### src/rtl/fpu_align_pkg.sv
// Shared constants and helpers for the 32-bit mantissa alignment shifter.
package fpu_align_pkg;
    localparam int WID  = 32;
    localparam int SHW  = 6;
    localparam int TAGW = 4;
    localparam int IDXW = 5;

    // Highest shifted-out bit index: a-1, clamped to 31 for shifts past the operand.
    function automatic logic [IDXW-1:0] sticky_idx(input logic [SHW-1:0] a);
        logic [IDXW-1:0] idx;
        if (a == '0) begin
            idx = '0;
        end else if (a[SHW-1]) begin
            idx = '1;
        end else begin
            idx = a[IDXW-1:0] - 5'd1;
        end
        return idx;
    endfunction
endpackage

### src/rtl/fpu_align_shift32_if.sv
// Valid/ready request and result bus of the alignment shifter.
interface fpu_align_shift32_if;
    logic                            ld_i;
    logic                            rdy_o;
    logic [fpu_align_pkg::SHW-1:0]   a_i;
    logic [fpu_align_pkg::WID-1:0]   b_i;
    logic [fpu_align_pkg::TAGW-1:0]  tag_i;
    logic                            vld_o;
    logic                            ack_i;
    logic [fpu_align_pkg::WID-1:0]   o_o;
    logic                            sticky_o;
    logic [fpu_align_pkg::TAGW-1:0]  tag_o;

    modport master (
        output ld_i, a_i, b_i, tag_i, ack_i,
        input  rdy_o, vld_o, o_o, sticky_o, tag_o
    );

    modport slave (
        input  ld_i, a_i, b_i, tag_i, ack_i,
        output rdy_o, vld_o, o_o, sticky_o, tag_o
    );
endinterface

### src/rtl/fpu_align_shift32_redor32.sv
// Prefix OR: OR of data_i[idx_i:0].
module redor32 (
    input  logic [4:0]  idx_i,
    input  logic [31:0] data_i,
    output logic        red_o
);
    logic [31:0] mask;

    always_comb begin
        mask = '0;
        for (int i = 0; i < 32; i++) begin
            mask[i] = (5'(i) <= idx_i);
        end
        red_o = |(data_i & mask);
    end
endmodule

### src/rtl/fpu_align_shift32.sv
// Two-stage logical right shifter with sticky bit and valid/ready flow control.
module fpu_align_shift32 #(
    parameter int WID = 32,
    parameter int SHW = 6
) (
    input  logic                clk_i,
    input  logic                rst_i,
    fpu_align_shift32_if.slave  bus
);
    import fpu_align_pkg::*;

    logic             s1_v_q, s1_v_d;
    logic [SHW-1:0]   s1_a_q, s1_a_d;
    logic [WID-1:0]   s1_b_q, s1_b_d;
    logic [TAGW-1:0]  s1_tag_q, s1_tag_d;

    logic             s2_v_q, s2_v_d;
    logic [WID-1:0]   o_q, o_d;
    logic             sticky_q, sticky_d;
    logic [TAGW-1:0]  tag_q, tag_d;

    logic             rdy;
    logic             xfer;
    logic             adv;
    logic             consume;
    logic [WID-1:0]   shifted;
    logic             red;

    assign rdy     = !s1_v_q || !s2_v_q || bus.ack_i;
    assign xfer    = bus.ld_i && rdy;
    assign adv     = s1_v_q && (!s2_v_q || bus.ack_i);
    assign consume = s2_v_q && bus.ack_i;

    redor32 u_redor (
        .idx_i  (sticky_idx(s1_a_q)),
        .data_i (s1_b_q),
        .red_o  (red)
    );

    assign shifted = s1_a_q[SHW-1] ? '0 : (s1_b_q >> s1_a_q[IDXW-1:0]);

    always_comb begin
        s1_v_d   = s1_v_q;
        s1_a_d   = s1_a_q;
        s1_b_d   = s1_b_q;
        s1_tag_d = s1_tag_q;
        s2_v_d   = s2_v_q;
        o_d      = o_q;
        sticky_d = sticky_q;
        tag_d    = tag_q;

        if (xfer) begin
            s1_v_d   = 1'b1;
            s1_a_d   = bus.a_i;
            s1_b_d   = bus.b_i;
            s1_tag_d = bus.tag_i;
        end else if (adv) begin
            s1_v_d   = 1'b0;
        end

        // Output registers only change on advance, so they hold under backpressure.
        if (adv) begin
            s2_v_d   = 1'b1;
            o_d      = shifted;
            sticky_d = (s1_a_q != '0) && red;
            tag_d    = s1_tag_q;
        end else if (consume) begin
            s2_v_d   = 1'b0;
        end
    end

    always_ff @(posedge clk_i) begin
        if (rst_i) begin
            s1_v_q   <= 1'b0;
            s1_a_q   <= '0;
            s1_b_q   <= '0;
            s1_tag_q <= '0;
            s2_v_q   <= 1'b0;
            o_q      <= '0;
            sticky_q <= 1'b0;
            tag_q    <= '0;
        end else begin
            s1_v_q   <= s1_v_d;
            s1_a_q   <= s1_a_d;
            s1_b_q   <= s1_b_d;
            s1_tag_q <= s1_tag_d;
            s2_v_q   <= s2_v_d;
            o_q      <= o_d;
            sticky_q <= sticky_d;
            tag_q    <= tag_d;
        end
    end

    assign bus.rdy_o    = rdy;
    assign bus.vld_o    = s2_v_q;
    assign bus.o_o      = o_q;
    assign bus.sticky_o = sticky_q;
    assign bus.tag_o    = tag_q;
endmodule

### src/flat_wrapper.sv
// flat-port wrapper written by rule: the top's interface ports become plain ports
module fpu_align_shift32_flat import fpu_align_pkg::*;
#(
    parameter int WID = 32,
    parameter int SHW = 6
)
  (clk_i, rst_i, bus_ld_i, bus_a_i, bus_b_i, bus_tag_i, bus_ack_i, bus_rdy_o, bus_vld_o, bus_o_o, bus_sticky_o, bus_tag_o);
  fpu_align_shift32_if bus_i ();
  input  logic clk_i;
  input  logic rst_i;
  input wire logic [$bits(bus_i.ld_i)-1:0] bus_ld_i;
  input wire logic [$bits(bus_i.a_i)-1:0] bus_a_i;
  input wire logic [$bits(bus_i.b_i)-1:0] bus_b_i;
  input wire logic [$bits(bus_i.tag_i)-1:0] bus_tag_i;
  input wire logic [$bits(bus_i.ack_i)-1:0] bus_ack_i;
  output wire logic [$bits(bus_i.rdy_o)-1:0] bus_rdy_o;
  output wire logic [$bits(bus_i.vld_o)-1:0] bus_vld_o;
  output wire logic [$bits(bus_i.o_o)-1:0] bus_o_o;
  output wire logic [$bits(bus_i.sticky_o)-1:0] bus_sticky_o;
  output wire logic [$bits(bus_i.tag_o)-1:0] bus_tag_o;
  assign bus_i.ld_i = bus_ld_i;
  assign bus_i.a_i = bus_a_i;
  assign bus_i.b_i = bus_b_i;
  assign bus_i.tag_i = bus_tag_i;
  assign bus_i.ack_i = bus_ack_i;
  assign bus_rdy_o = bus_i.rdy_o;
  assign bus_vld_o = bus_i.vld_o;
  assign bus_o_o = bus_i.o_o;
  assign bus_sticky_o = bus_i.sticky_o;
  assign bus_tag_o = bus_i.tag_o;
  fpu_align_shift32 #(.WID(WID), .SHW(SHW)) u_core (.clk_i(clk_i), .rst_i(rst_i), .bus(bus_i));
endmodule
### config.mk
export PLATFORM = sky130hd
export DESIGN_NAME = fpu_align_shift32_flat
export DESIGN_NICKNAME = d
export VERILOG_FILES = /design/src/rtl/fpu_align_pkg.sv /design/src/rtl/fpu_align_shift32_if.sv /design/src/rtl/fpu_align_shift32_redor32.sv /design/src/rtl/fpu_align_shift32.sv /design/src/flat_wrapper.sv
export SDC_FILE = /design/constraint.sdc
export NUM_CORES = 1
export LEC_CHECK = 0
export ABC_CLOCK_PERIOD_IN_PS = 4000
export CAP_MARGIN = 25
export CORE_AREA = 2 2 137 139
export DETAILED_ROUTE_END_ITERATION = 8
export DIE_AREA = 0 0 139 141
export GPL_TIMING_DRIVEN = 1
export SLEW_MARGIN = 20
export SYNTH_ARGS = -nofsm -noshare
export SYNTH_HDL_FRONTEND = slang
export SYNTH_HIERARCHICAL = 1
export SYNTH_SLANG_ARGS = --single-unit
### constraint.sdc
create_clock -name clk_i -period 4 [get_ports clk_i]
set_input_delay 0.6 -clock clk_i [delete_from_list [all_inputs] [get_ports clk_i]]
set_output_delay 0.6 -clock clk_i [all_outputs]
set_load 0.1 [all_outputs]
* Word level (Yosys, flattened, before mapping)
Index checks and enable logic that the tools add are counted.
Storage, ports and cells: register bits 81, word-level logic and storage cells 64, output and inout bits 39
Cells by class: mux-type cells 7, $add $sub $neg 1, order comparisons 32, reductions and logical operators 14, bitwise operators 1, shift operators 1
Operators by type and width (count):
- $le A5 B5 Y1 const A | 16
- $le A4 B5 Y1 const A | 8
- $and A32 B32 Y32 | 1
- $mux W32 | 1
- $reduce_or A32 Y1 | 1
- $shr A32 B5 Y32 | 1
- $le A3 B5 Y1 const A | 4
- $le A1 B5 Y1 const A | 2
- $le A2 B5 Y1 const A | 2
- $mux W5 | 2
- $logic_not A6 Y1 | 1
- $reduce_bool A6 Y1 | 1
- $sub A5 B1 Y5 const B | 1
- $logic_and A1 B1 Y1 | 4
- $mux W1 | 4
- $reduce_bool A2 Y1 | 2
- $logic_or A1 B1 Y1 | 3
- $logic_not A1 Y1 | 2

* Logic depth before layout (Yosys ltp)
depth after elaboration 7, gate-level depth with buffers 17

* Cells and area by module
The synthesis kept the hierarchy.
By module, submodules not included:
- fpu_align_shift32 | times used 1, area each 4868.4 µm², seq. area each 1621.6 µm², cells each 561
- redor32 | times used 1, area each 460.4 µm², seq. area each 0.0 µm², cells each 62

* Worst setup path before layout
OpenSTA, ideal clock, no wires.
kind register to register, start point register u_core.s1_a_q[0], end point register u_core.sticky_q, in the netlist u_core/bus.sticky_o, setup time 0.132 ns, arrival 2.706 ns, data required time 3.868 ns, setup slack 1.162 ns, stages on the path, launching flop included 16, cells stage by stage dfxtp_1 -> buf_4 -> inv_1 -> buf_2 -> buf_4 -> ha_1 -> nand3_1 -> nor3_1 -> a21oi_1 -> a211o_1 -> o22ai_1 -> a32oi_1 -> and4bb_1 -> nand3_1 -> nand3b_1 -> a21oi_1
Between the ends: longest elaborated chain between the ends 7, elaborated cells on any way between the ends 40
Ends and longest elaborated chain:
- start: declaration | line fpu_align_shift32.sv:13 | logic [SHW-1:0] s1_a_q, s1_a_d;
- start signal: assignment | line fpu_align_shift32.sv:75 | s1_a_q <= '0;
- start signal: assignment | line fpu_align_shift32.sv:84 | s1_a_q <= s1_a_d;
- $sub A5 B1 Y5 | line fpu_align_pkg.sv:16 | idx = a[IDXW-1:0] - 5'd1;
- $mux W5 | line fpu_align_pkg.sv:13 | end else if (a[SHW-1]) begin
- $mux W5 (*) | line fpu_align_pkg.sv:11 | if (a == '0) begin
- $le A1 B5 Y1 (tied with other cells) | line fpu_align_shift32_redor32.sv:12 | mask[i] = (5'(i) <= idx_i);
- $and A32 B32 Y32 (*) | line fpu_align_shift32_redor32.sv:14 | red_o = |(data_i & mask);
- $reduce_or A32 Y1 (*) | line fpu_align_shift32_redor32.sv:14
- named net u_core.red | line fpu_align_shift32.sv:27 | logic red;
- $logic_and A1 B1 Y1 (*) | line fpu_align_shift32.sv:65 | sticky_d = (s1_a_q != '0) && red;
- end signal: assignment | line fpu_align_shift32.sv:89 | sticky_q <= sticky_d;
- end: declaration | line fpu_align_shift32.sv:19 | logic sticky_q, sticky_d;
The timed path passes the listed nets; every way through them passes the cells marked *. A chain may end at the register's enable or synchronous reset.

* Worst setup path in the final report
start point register u_core.s1_a_q[2], end point register u_core.sticky_q, in the netlist u_core/bus.sticky_o
Same word-level chain as after synthesis.

==> qor.json <==
{
  "final_worst_path_period_need_ns": 2.584,
  "synth_cell_types": 63,
  "worst_ir_drop_vdd_v": 0.0002864,
  "pwr_density_cell_mw_per_mm2": 376.8,
  "post_syn_instances": 623,
  "fp.dieArea_mm2": 0.01960,
  "synth-edff-count": 0,
  "postSynthRegisterBits": 81,
  "cts.htree.levels": 3,
  "portBuffers": 84,
  "antenna_violating_nets_post_route": 0,
  "vias": 4889,
  "layout_cells_sized_above_1": 0.1246,
  "timing.slew.headroom": 0.3405,
  "syn-num-nets": 670,
  "post-dp-hpwl_um": 11620,
  "maxClockFrequency_mhz": 387.0,
  "pin_count": 85,
  "finalSetupTns_ns": 0,
  "global_route.overflow_total": 0,
  "insertedDiodeCount": 0,
  "critical_path.endpoint_type": "flip-flop",
  "timing.critical_path.arrival_ns": 2.80,
  "wire_per_inst_um": 17.60,
  "timing.final.crit_share": 0.6460,
  "clock_insertion_delay_worst_skew_ns": 0.35,
  "critical_path_peak_fanout": 22,
  "slew_violations": 0,
  "endpoint_required_time_on_the_critical_path_ns": 4.21,
  "globalRouteTotalUtil": 0.1661,
  "max-clock-path-buffers": 2,
  "wirelength_um": 16130,
  "max_cap_viol_count": 0,
  "postLayoutSetupSlackWorst_ns": 1.416,
  "num-nets-final": 724,
  "final_setup_vio_count": 0,
  "worst_setup_path_start_kind": "flip-flop",
  "yosysTopAreaCell": "dfxtp_1",
  "worst_pin_slew_ns": 0.9861,
  "p_leak_nw": 2.458,
  "row_count": 50,
  "clock_sinks": 81,
  "global_route_wire_length_before_repair_um": 25920,
  "cts-resized-gates": 0,
  "cts_root_buf": "clkbuf_16",
  "number_of_hold_buffers_added_after_cts": 0,
  "synth.avg_cell_area_um2": 8.554,
  "dp_cells": 900,
  "drt-pass1-iter-count": 5,
  "post_synth_main_area_contributors": "dfxtp_1, mux4_2, nand2_1",
  "globalplace.congestion": 0.8701,
  "synthToLayoutAreaGrowth_pct": 23.67,
  "cts.reportedPaths.clkPinSlew_ns": 0.06,
  "antenna_found_initial": 0,
  "syn_area_mm2": 0.005329,
  "placeableCoreArea_mm2": 0.01827,
  "die_w_um": 139,
  "rsz0062_at_grt": "false",
  "via_count_of_the_first_global_routing_pass": 4590,
  "timing.hold.ws_ns": 0.4550,
  "criticalPathCategory": "flip-flop to flip-flop",
  "post_synthesis_async_set_or_reset_flop_share": 0,
  "hold_violations": 0,
  "initial_utilization": 0.2917,
  "cts_tree": "yes",
  "min_path_type": "flip-flop to flip-flop",
  "place_ws_ns": 1.370,
  "top_area_cell_type_share_of_the_netlist_area": 0.3043,
  "route.detailed.vias_per_inst": 5.337,
  "synthesis.yosys.warnings": 6,
  "grt_max_degree": 54,
  "finalClockSkew_ns": 0.007701,
  "synth_sequential_area_ratio": 0.3043,
  "dominantRegCellSynth": "dfxtp_1",
  "cts_setup_buffers": 0,
  "drc": 0,
  "die_height_um": 141,
  "finalNonFillerCells": 916,
  "drt_first_iter_violations": 540,
  "tritoncts.num_buffers": 9,
  "run_status": "finished clean"
}
[critical path, cell delays in order, from the launching register on]
cell and delay (ns):
dfxtp_1 0.30, inv_1 0.05, buf_4 0.26, nand3_1 0.15, nor3_1 0.40, a21oi_1 0.08
buf_4 0.22, o21a_1 0.20, o41ai_2 0.20, o221ai_1 0.14, o22ai_1 0.17, nand3_1 0.11
nand3b_1 0.10, a21oi_1 0.07
[registers in the layout (all words and copies together), names as in the netlist]
name                 cells
u_core/bus.o_o          32
u_core/bus.sticky_o      1
u_core/bus.tag_o         4
u_core/bus.vld_o         1
u_core/s1_a_q            6
u_core/s1_b_q           32
u_core/s1_tag_q          4
u_core/s1_v_q            1
[per-layer routing]
metal / global-route usage / share of wire / vias to the layer above
li1: - / - / 2382
met1: 0.2351 / 0.47 / 2320
met2: 0.2588 / 0.46 / 172
met3: 0.03940 / 0.059 / 15
met4: 0.03509 / 0.0091 / 0
met5: 0 / 0 / -
[final cells by class]
| cell class | instances | area [um^2] |
|---|---|---|
| Inverter | 7 | 26.28 |
| Tap cell | 234 | 292.8 |
| Clock inverter | 4 | 97.59 |
| Clock buffer | 12 | 266.5 |
| Multi-Input combinational cell | 479 | 3338 |
| Timing Repair Buffer | 99 | 945.9 |
| Fill cell | 1911 | 11680 |
| Sequential cell | 81 | 1623 |
[worst paths after layout]
| path | startpoint | end | slack [ns] | depth (start not counted) |
|---|---|---|---|---|
| setup reg to reg | u_core/s1_a_q[2]$_SDFFE_PP0P_ | u_core/bus.sticky_o$_SDFFE_PP0P_ | 1.42 | 13 |
| hold reg to reg | u_core/s1_tag_q[1]$_SDFFE_PP0P_ | u_core/bus.tag_o[1]$_SDFFE_PP0P_ | 0.45 | 2 |
| setup / recovery | u_core/s1_a_q[2]$_SDFFE_PP0P_ | u_core/bus.sticky_o$_SDFFE_PP0P_ | 1.42 | 13 |
| hold / removal | u_core/s1_tag_q[1]$_SDFFE_PP0P_ | u_core/bus.tag_o[1]$_SDFFE_PP0P_ | 0.45 | 2 |
[synthesized netlist by cell type (3+ instances only)]
cell type,instances
o22ai_1,7
buf_2,12
nor3_1,15
a22oi_1,14
nand2b_1,3
buf_4,4
a22o_1,4
mux2_4,3
and2_1,3
nor2_1,54
nand4_1,4
a32oi_1,5
dfxtp_1,81
buf_6,10
mux4_1,4
o21ai_0,20
nand2_1,117
mux4_2,22
o31ai_1,4
o211ai_1,6
inv_1,6
o21a_1,5
nand3_1,9
clkbuf_1,26
a211oi_1,4
a21oi_1,73
mux2i_1,43
mux2_2,20
[layout by cell type, fill, tap and decap left out, types with 4 or more instances in the layout]
cell and n:
a211oi_1 4, a21oi_1 73, a22o_1 4, a22oi_1 14
a32oi_1 5, buf_4 16, clkbuf_16 9, clkdlybuf4s50_1 82
dfxtp_1 80, inv_1 6, mux2_2 20, mux2i_1 43
mux4_1 4, mux4_2 22, nand2_1 117, nand3_1 9
nand4_1 4, nor2_1 54, nor3_1 15, o211ai_1 6
o21a_1 5, o21ai_0 20, o22ai_1 7, o31ai_1 4
[where the power goes]
group / internal (W) / switching, W
clock network: 0.000661 / 0.000332
logic: 0.000235 / 0.000355
registers: 0.000844 / 0.0000564
[kinds of logic (layout without fill, tap and decap cells)]
family                     count (synthesis)  in the layout  synth area share
AOI/OAI and AO/OA                        169            169            0.2064
buffers and inverters                     63            122           0.06926
DFF                                       81             81            0.3043
muxes                                     92             92            0.2442
and+or+nand+nor                          215            215            0.1702
xor gates and xnor gates                   2              2          0.003288
adders and majority gates                  1              1          0.002348
[through the flow]
stage	power (W)	utilization	area (um^2)
final	0.002483	0.3608	6590
after global routing	0.002591	0.3608	6590
after CTS	0.002502	0.3608	6590
after detailed placement	0.001503	0.3408	6226
after global placement	0.001500	0.3408	6226
after floorplan	0.001349	-	5329
Note: power is estimated with default switching activity, not from simulation.
